**src/rtl/multi_cycle_ctrl.sv**
```systemverilog
// Moore control FSM for a shared-memory multi-cycle RV32I datapath.
// Drives mux selects, write enables and ALU op; stalls on mem_ready, traps illegal opcodes, counts retired instructions.
module multi_cycle_ctrl (
    input  logic        clk,
    input  logic        rst_n,
    input  logic [6:0]  opcode,
    input  logic [2:0]  funct3,
    input  logic        funct7b5,
    input  logic        cs_zero,
    input  logic        cs_lt,
    input  logic        cs_ltu,
    input  logic        mem_ready,
    output logic        cs_mem_req,
    output logic        cs_adr_src,
    output logic        cs_ir_write,
    output logic        cs_pc_write,
    output logic        cs_reg_write,
    output logic        cs_mem_write,
    output logic [1:0]  cs_alu_src_a,
    output logic [1:0]  cs_alu_src_b,
    output logic [1:0]  cs_result_src,
    output logic [2:0]  cs_imm_src,
    output logic [3:0]  cs_alu_ctrl,
    output logic        cs_illegal,
    output logic [31:0] instret,
    output logic [3:0]  state
);

    typedef enum logic [3:0] {
        S_FETCH     = 4'd0,
        S_DECODE    = 4'd1,
        S_MEMADR    = 4'd2,
        S_MEMREAD   = 4'd3,
        S_MEMWB     = 4'd4,
        S_MEMWRITE  = 4'd5,
        S_EXEC_R    = 4'd6,
        S_EXEC_I    = 4'd7,
        S_ALUWB     = 4'd8,
        S_BRANCH    = 4'd9,
        S_JAL       = 4'd10,
        S_JALR      = 4'd11,
        S_JALR_LINK = 4'd12,
        S_LUI       = 4'd13,
        S_AUIPC     = 4'd14,
        S_ILLEGAL   = 4'd15
    } state_t;

    localparam logic [6:0] OP_LOAD  = 7'b0000011;
    localparam logic [6:0] OP_STORE = 7'b0100011;
    localparam logic [6:0] OP_R     = 7'b0110011;
    localparam logic [6:0] OP_I     = 7'b0010011;
    localparam logic [6:0] OP_BR    = 7'b1100011;
    localparam logic [6:0] OP_JAL   = 7'b1101111;
    localparam logic [6:0] OP_JALR  = 7'b1100111;
    localparam logic [6:0] OP_LUI   = 7'b0110111;
    localparam logic [6:0] OP_AUIPC = 7'b0010111;

    localparam logic [3:0] ALU_ADD   = 4'b0000;
    localparam logic [3:0] ALU_SUB   = 4'b0001;
    localparam logic [3:0] ALU_AND   = 4'b0010;
    localparam logic [3:0] ALU_OR    = 4'b0011;
    localparam logic [3:0] ALU_XOR   = 4'b0100;
    localparam logic [3:0] ALU_SLT   = 4'b0101;
    localparam logic [3:0] ALU_SLTU  = 4'b0110;
    localparam logic [3:0] ALU_SLL   = 4'b0111;
    localparam logic [3:0] ALU_SRL   = 4'b1000;
    localparam logic [3:0] ALU_SRA   = 4'b1001;
    localparam logic [3:0] ALU_PASSB = 4'b1010;

    localparam logic [2:0] IMM_I = 3'b000;
    localparam logic [2:0] IMM_S = 3'b001;
    localparam logic [2:0] IMM_B = 3'b010;
    localparam logic [2:0] IMM_U = 3'b011;
    localparam logic [2:0] IMM_J = 3'b100;

    localparam logic [1:0] A_PC = 2'b00, A_OLDPC = 2'b01, A_RS1 = 2'b10;
    localparam logic [1:0] B_RS2 = 2'b00, B_IMM = 2'b01, B_FOUR = 2'b10;
    localparam logic [1:0] R_ALUOUT = 2'b00, R_MDR = 2'b01, R_ALU = 2'b10;

    // alt selects SUB for funct3=000 and SRA for funct3=101; callers decide when it is honoured
    function automatic logic [3:0] alu_decode(input logic [2:0] f3, input logic alt);
        case (f3)
            3'b000:  alu_decode = alt ? ALU_SUB : ALU_ADD;
            3'b001:  alu_decode = ALU_SLL;
            3'b010:  alu_decode = ALU_SLT;
            3'b011:  alu_decode = ALU_SLTU;
            3'b100:  alu_decode = ALU_XOR;
            3'b101:  alu_decode = alt ? ALU_SRA : ALU_SRL;
            3'b110:  alu_decode = ALU_OR;
            default: alu_decode = ALU_AND;
        endcase
    endfunction

    function automatic logic [2:0] imm_for(input logic [6:0] op);
        case (op)
            OP_STORE:         imm_for = IMM_S;
            OP_BR:            imm_for = IMM_B;
            OP_JAL:           imm_for = IMM_J;
            OP_LUI, OP_AUIPC: imm_for = IMM_U;
            default:          imm_for = IMM_I;
        endcase
    endfunction

    function automatic logic branch_taken(input logic [2:0] f3, input logic z,
                                          input logic lt, input logic ltu);
        case (f3)
            3'b000:  branch_taken = z;
            3'b001:  branch_taken = !z;
            3'b100:  branch_taken = lt;
            3'b101:  branch_taken = !lt;
            3'b110:  branch_taken = ltu;
            3'b111:  branch_taken = !ltu;
            default: branch_taken = 1'b0;
        endcase
    endfunction

    state_t      state_q, state_d;
    logic [31:0] instret_q, instret_d;

    always_ff @(posedge clk or negedge rst_n) begin
        if (!rst_n) begin
            state_q   <= S_FETCH;
            instret_q <= '0;
        end else begin
            state_q   <= state_d;
            instret_q <= instret_d;
        end
    end

    always_comb begin
        state_d       = state_q;
        cs_mem_req    = 1'b0;
        cs_adr_src    = 1'b0;
        cs_ir_write   = 1'b0;
        cs_pc_write   = 1'b0;
        cs_reg_write  = 1'b0;
        cs_mem_write  = 1'b0;
        cs_alu_src_a  = A_PC;
        cs_alu_src_b  = B_RS2;
        cs_result_src = R_ALUOUT;
        cs_imm_src    = IMM_I;
        cs_alu_ctrl   = ALU_ADD;
        cs_illegal    = 1'b0;

        case (state_q)
            S_FETCH: begin
                cs_mem_req    = 1'b1;
                cs_alu_src_b  = B_FOUR;
                cs_result_src = R_ALU;
                cs_ir_write   = mem_ready;
                cs_pc_write   = mem_ready;
                if (mem_ready) state_d = S_DECODE;
            end
            S_DECODE: begin
                cs_alu_src_a = A_OLDPC;
                cs_alu_src_b = B_IMM;
                cs_imm_src   = imm_for(opcode);
                case (opcode)
                    OP_LOAD, OP_STORE: state_d = S_MEMADR;
                    OP_R:              state_d = S_EXEC_R;
                    OP_I:              state_d = S_EXEC_I;
                    OP_BR:             state_d = S_BRANCH;
                    OP_JAL:            state_d = S_JAL;
                    OP_JALR:           state_d = S_JALR;
                    OP_LUI:            state_d = S_LUI;
                    OP_AUIPC:          state_d = S_AUIPC;
                    default:           state_d = S_ILLEGAL;
                endcase
            end
            S_MEMADR: begin
                cs_alu_src_a = A_RS1;
                cs_alu_src_b = B_IMM;
                cs_imm_src   = (opcode == OP_STORE) ? IMM_S : IMM_I;
                state_d      = (opcode == OP_STORE) ? S_MEMWRITE : S_MEMREAD;
            end
            S_MEMREAD: begin
                cs_mem_req = 1'b1;
                cs_adr_src = 1'b1;
                if (mem_ready) state_d = S_MEMWB;
            end
            S_MEMWB: begin
                cs_result_src = R_MDR;
                cs_reg_write  = 1'b1;
                state_d       = S_FETCH;
            end
            S_MEMWRITE: begin
                cs_mem_req   = 1'b1;
                cs_adr_src   = 1'b1;
                cs_mem_write = 1'b1;
                if (mem_ready) state_d = S_FETCH;
            end
            S_EXEC_R: begin
                cs_alu_src_a = A_RS1;
                cs_alu_ctrl  = alu_decode(funct3, funct7b5);
                state_d      = S_ALUWB;
            end
            S_EXEC_I: begin
                // funct7b5 is part of the immediate except for shift-right
                cs_alu_src_a = A_RS1;
                cs_alu_src_b = B_IMM;
                cs_alu_ctrl  = alu_decode(funct3, (funct3 == 3'b101) && funct7b5);
                state_d      = S_ALUWB;
            end
            S_ALUWB: begin
                cs_reg_write = 1'b1;
                state_d      = S_FETCH;
            end
            S_BRANCH: begin
                cs_alu_src_a = A_RS1;
                cs_alu_ctrl  = ALU_SUB;
                cs_pc_write  = branch_taken(funct3, cs_zero, cs_lt, cs_ltu);
                state_d      = (funct3[2:1] == 2'b01) ? S_ILLEGAL : S_FETCH;
            end
            S_JAL: begin
                cs_alu_src_a = A_OLDPC;
                cs_alu_src_b = B_FOUR;
                cs_pc_write  = 1'b1;
                state_d      = S_ALUWB;
            end
            S_JALR: begin
                cs_alu_src_a  = A_RS1;
                cs_alu_src_b  = B_IMM;
                cs_result_src = R_ALU;
                cs_pc_write   = 1'b1;
                state_d       = S_JALR_LINK;
            end
            S_JALR_LINK: begin
                cs_alu_src_a  = A_OLDPC;
                cs_alu_src_b  = B_FOUR;
                cs_result_src = R_ALU;
                cs_reg_write  = 1'b1;
                state_d       = S_FETCH;
            end
            S_LUI: begin
                cs_alu_src_b = B_IMM;
                cs_imm_src   = IMM_U;
                cs_alu_ctrl  = ALU_PASSB;
                state_d      = S_ALUWB;
            end
            S_AUIPC: begin
                cs_alu_src_a = A_OLDPC;
                cs_alu_src_b = B_IMM;
                cs_imm_src   = IMM_U;
                state_d      = S_ALUWB;
            end
            default: begin
                cs_illegal = 1'b1;
            end
        endcase

        // Reset must silence the memory port and all enables without waiting for a clock
        if (!rst_n) begin
            cs_mem_req   = 1'b0;
            cs_ir_write  = 1'b0;
            cs_pc_write  = 1'b0;
            cs_reg_write = 1'b0;
            cs_mem_write = 1'b0;
            cs_illegal   = 1'b0;
        end
    end

    always_comb begin
        instret_d = instret_q;
        if ((state_q != S_FETCH) && (state_d == S_FETCH)) instret_d = instret_q + 32'd1;
    end

    assign instret = instret_q;
    assign state   = state_q;

endmodule

```
**config.mk**
```make
export PLATFORM = sky130hd
export DESIGN_NAME = multi_cycle_ctrl
export DESIGN_NICKNAME = d
export VERILOG_FILES = /design/src/rtl/multi_cycle_ctrl.sv
export SDC_FILE = /design/constraint.sdc
export NUM_CORES = 1
export LEC_CHECK = 0
export ABC_CLOCK_PERIOD_IN_PS = 2000
export CAP_MARGIN = 20
export CORE_UTILIZATION = 40
export DETAILED_ROUTE_END_ITERATION = 8
export PLACE_DENSITY_LB_ADDON = 0.3
export SLEW_MARGIN = 0
export SYNTH_ARGS = -nofsm -noshare
export SYNTH_HDL_FRONTEND = slang
export SYNTH_SLANG_ARGS = --single-unit
```
**constraint.sdc**
```tcl
create_clock -name clk -period 2 [get_ports clk]
set_input_delay 0.2 -clock clk [delete_from_list [all_inputs] [get_ports clk]]
set_output_delay 0.2 -clock clk [all_outputs]
set_load 0.02 [all_outputs]
```
Word-level counts from Yosys, hierarchy flattened
Cells that the tools add are included.
Storage, ports and cells
  flip-flop bits (word level): 36
  bits of input ports: 17
  output and inout bits: 56
  logic and storage cells: 91
Cells by class
  $add $sub $neg: 1
  equality and inequality tests: 31
  multiplexer cells: 34
  reductions and logical operators: 23
Operators with widths (count)
  case mux 4 bit (7 select lines): 2
  case mux 4 bit (9 select lines): 1
  adder 32 x 1 -> 32 bit, second input constant: 1
  case mux 4 bit (8 select lines): 1
  equality test 4 bit, second input constant: 7
  equality test 7 x 6 -> 1 bit, second input constant: 3
  equality test 7 bit, second input constant: 3
  two-way mux 1 bit: 17
  equality test 4 x 3 -> 1 bit, second input constant: 4
  two-way mux 4 bit: 4
  case mux 4 bit (4 select lines): 1
  OR reduction 15 bit: 1
  equality test 7 x 5 -> 1 bit, second input constant: 2
  equality test 3 bit, second input constant: 4
  case mux 2 bit (2 select lines): 3
  case mux 3 bit (4 select lines): 1
  OR reduction 3 bit: 4
  OR reduction 2 bit: 5
  OR reduction 5 bit: 2
  case mux 3 bit (3 select lines): 1
  equality test 4 x 2 -> 1 bit, second input constant: 2
  zero test 4 bit: 2
  equality test 7 x 2 -> 1 bit, second input constant: 1
  equality test 3 x 2 -> 1 bit, second input constant: 2
  12 further kinds: 15

Longest topological paths before layout
  depth in word-level cells: 6
  depth in mapped cells: 8
  gate-level depth less buffers: 6

Worst setup path before layout
No wires, ideal clock.
  path type: register -> output
  start: register state_q[0] (netlist: state[0])
  end: output cs_pc_write
  arrival: 2340 ps
  data required time: 1800 ps
  path slack: -540 ps
  stages on the path, launching flop included: 5
  buffers on the path: 2
  cells stage by stage: dfrtp_1 > buf_1 > clkbuf_1 > a21oi_1 > a2111oi_0
Between the ends
  word-level cells in the longest chain between the ends: 4
  elaborated cells between the ends (all ways): 7
  classes of those cells: 3 x eq/ne; 2 x mux; 2 x reduce/logical
Ends and longest elaborated chain
  start, declared: RTL line 117  | state_t state_q, state_d;
  start signal, assigned: RTL line 125  | state_q <= state_d;
  equality test 4 bit: RTL line 145  | case (state_q)
  OR reduction 2 bit (no line)
  case mux 1 bit (3 select lines) (*): RTL line 145
  two-way mux 1 bit (*): RTL line 252  | if (!rst_n) begin
  end, declared: RTL line 16  | output logic cs_pc_write,
Every way passes the cells marked *; elsewhere a longest branch is shown, timed or not.

Final worst setup path
  start: register state_q[2] (netlist: state[2])
  end: register instret_q[27] (netlist: instret[27])
Between the ends
  word-level cells in the longest chain between the ends: 5
  elaborated cells between the ends (all ways): 24
  classes of those cells: 14 x eq/ne; 4 x mux; 6 x reduce/logical
Ends and longest elaborated chain
  equality test 4 x 3 -> 1 bit / equality test 4 bit (equally long branches): RTL line 145
  OR reduction 5 bit (no line) / OR reduction 3 bit (equally long branches)
  case mux 4 bit (9 select lines): RTL line 145
  zero test 4 bit: RTL line 264  | if ((state_q != S_FETCH) && (state_d == S_FETCH)) instret_d = instret_q + 32'd1;
  logical AND 1 bit (*): RTL line 264
  end signal, assigned: RTL line 126  | instret_q <= instret_d;
  end, declared: RTL line 118  | logic [31:0] instret_q, instret_d;
Marks and branches as above.
A chain may end at the register's enable or synchronous reset.

==> results.md <==
* Die ar. at 6960 sq um
* Critical path arrival at 2.46 ns
* Top post-synthesis cells by area: dfrtp_1, xor2_1, nor4_2
* Unique cell type count in the Yosys netlist at 51
* CTS Sinks at 36
* Routed vias/inst at 5.68
* Synth area leader: dfrtp_1
* Pwr Density at 1410 nW/um^2
* Total wire length at 9.46 mm
* Failing checks: negative setup slack
* Register area share after synthesis at 34.0%
* Count leader, synth: dfrtp_1
* Slew @ Worst Pin at 0.424 ns
* CP Class: reg -> reg
* Post-synth top cells: dfrtp_1, nand2_1, xor2_1, nor4_2, nor2_1
* Final ANT Viol Nets at 0
* Register area at 906 sq um
* Peak Freq at 0.447 GHz
* Max-slew violations at 0
* Remaining DRCs at 0
* Dpl hpwl at 5.34 mm
* Row count at 29
* Area of the mapped netlist at 2650 sq um
* Final Hold Fails at 0
* Post-Synthesis Cells at 287
* Nets at 455
* Leakage at 2.16 nW
* Top Ports at 73
* Root buffer cell: clkbuf_8
* Largest net degree at the start of global routing at 33
* MaxCap Viol Count at 0
* Starting DRC count in detailed routing at 138
* WHS at 0.353 ns
* Synth Flop Type: dfrtp_1
* TritonCTS clock tree: built
* Multi-input logic area at 2070 sq um
* Placed cell area at 4000 sq um
* CORE AREA at 6390 sq um
* Tot GR Track Use at 26.8%
* Initial antenna violation count at 0
* CP Launch Type: register
* Vias at 2925
* Async SR Flop Fraction at 100%
* Final non-filler cell area at 4750 sq um
* Pre-Repair DR Iteration Count at 4
* Antenna cells at 0
* Congestion Overflow GR at 0
* Critical path endpoint category: register
* Area share of the largest cell type after synthesis at 34.0%
* Die height at 83.4 um
* Hold WC Path Type: in -> async
* Layout cells sized above 1 at 42.0%
* Die W at 83.4 um
* Worst Path Required at 2.22 ns
* Initial core utilization at 41.5%
* Setup violations, final at 37
* First-pass GRT wire length at 14.9 mm
* RSZ-0062 raised after global routing: yes
* CTS buffer count at 5
* Fillers at 410
* Outcome: complete, but fails checks
* Period minus WS final at 2.24 ns
* Worst-path maximum fanout at 6
* Slew headroom at 71.8%
* Clk Latency, worst-skew pair at 0.31 ns
* Period Utilization, post-route at 112%
* Synth Net Count at 305
* Clk pin slew, worst setup/hold paths at 0.08 ns
* Clock Tree Buf Depth at 2
* Drt wl/cell at 18.4 um
* Area Overhead vs Synth at 79.1%
* # port buffers at 72
* Placer Congestion at 0.883
* YS warnings at 0
* EDFF count, synth at 0
* PnR worst setup slack at -0.239 ns
* H-Tree Depth at 2
* Worst vdd ir at 902 uV
* Synthesized area per cell at 9.24 sq um
* Number of global-route vias before repair at 2942
* Clock skew at 0.0122 ns
* #FFs+latches synth at 36
-- through the flow --
stage	setup slack (ns)	cells	utilization, %	power [mW]	setup TNS, ns
6_report	-0.239	515	74.4	6.68	-5.90
5_1_grt	-0.300	515	74.4	6.95	-8.11
4_1_cts	-0.200	508	72.6	6.68	-4.94
3_5_place_dp	-0.596	482	62.6	4.29	-18.60
3_3_place_gp	-0.529	482	62.6	4.26	-17.33
2_1_floorplan	-0.0688	287	-	3.12	-1.15
-- critical path, stage by stage, from the launching register on --
cell      delay, ns
dfrtp_2        0.47
or3b_4         0.28
o22ai_4        0.08
a221oi_4       0.37
nand4_4        0.17
buf_6          0.16
buf_12         0.14
nor4b_4        0.28
xor2_1         0.21
-- what timing repair did --
item,in CTS,in global routing
hold buffers,1,0
endpoints found under the hold margin,4,0
setup buffers,12,13
endpoints found under the setup margin,52,50
pin swaps,40,31
gates cloned,5,0
gates resized for setup,115,65
-- kinds of logic after synthesis --
logic type | count (synthesis) | share of synthesized area, %
simple gates | 148 | 36.8
xor+xnor | 37 | 12.2
compound gates | 34 | 9.39
fa+ha+maj | 1 | 0.472
buf+inv | 25 | 4.67
flops | 36 | 34.0
mux | 6 | 2.45
-- path summary, 6_finish.rpt --
kind / startpoint / end / slack (ns) / cells past startpoint
worst max-delay path: state[2] / instret[27] / -0.24 / 8
worst min-delay path: rst_n / state[3] / 0.35 / 3
worst max register to register: state[2] / instret[27] / -0.24 / 8
worst min register to register: instret[31] / instret[31] / 0.48 / 1
max in group asynchronous: rst_n / state[0] / 1.02 / 4
min in group clk: instret[31] / instret[31] / 0.48 / 1
-- cell type report --
class                      count  share of cell area [%]
multi-input combinational    226                    43.7
timing repair buffer         163                    32.2
sequential                    36                    19.1
clock buffer                   7                    2.03
tap                           77                    2.03
clock inverter                 1                   0.632
inverter                       5                   0.395
-- power breakdown --
group	switching (mW)	leakage, nW	internal (mW)
clock network	0.291	0.0645	0.440
logic	2.70	1.62	2.28
registers	0.139	0.478	0.834
total	3.13	2.16	3.55
-- state kept, by name, indices dropped and copies added (netlist names) --
register,count
instret,32
state,4
-- routing by layer --
layer	global-route usage, %	wire length [um]	vias to the layer above
met4	9.71	218	0
met3	4.17	369	17
li1	-	-	1349
met5	0	0	-
met2	45.2	4830	92
met1	34.8	4040	1467
-- cell usage in the layout, fill, tap and decap left out, types with 4 or more instances in the layout --
cell             instances
a21oi_1                  4
and4_1                   5
buf_12                   7
buf_2                    4
buf_4                   70
buf_6                   20
clkbuf_2                 4
clkbuf_8                 7
clkdlybuf4s50_1         47
dfrtp_1                 32
dfrtp_2                  4
dlygate4sd2_1            4
inv_1                    4
mux2_2                   4
nand2_1                 28
nand2_2                  4
nand2b_1                 7
nand3_1                 13
nand4_1                 10
nor2_1                  12
nor3_1                   7
nor4_4                  21
nor4b_4                  4
o21ai_1                  4
o31ai_1                  5
xnor2_1                  5
xor2_1                  32
(Power assumes the default switching activity.)
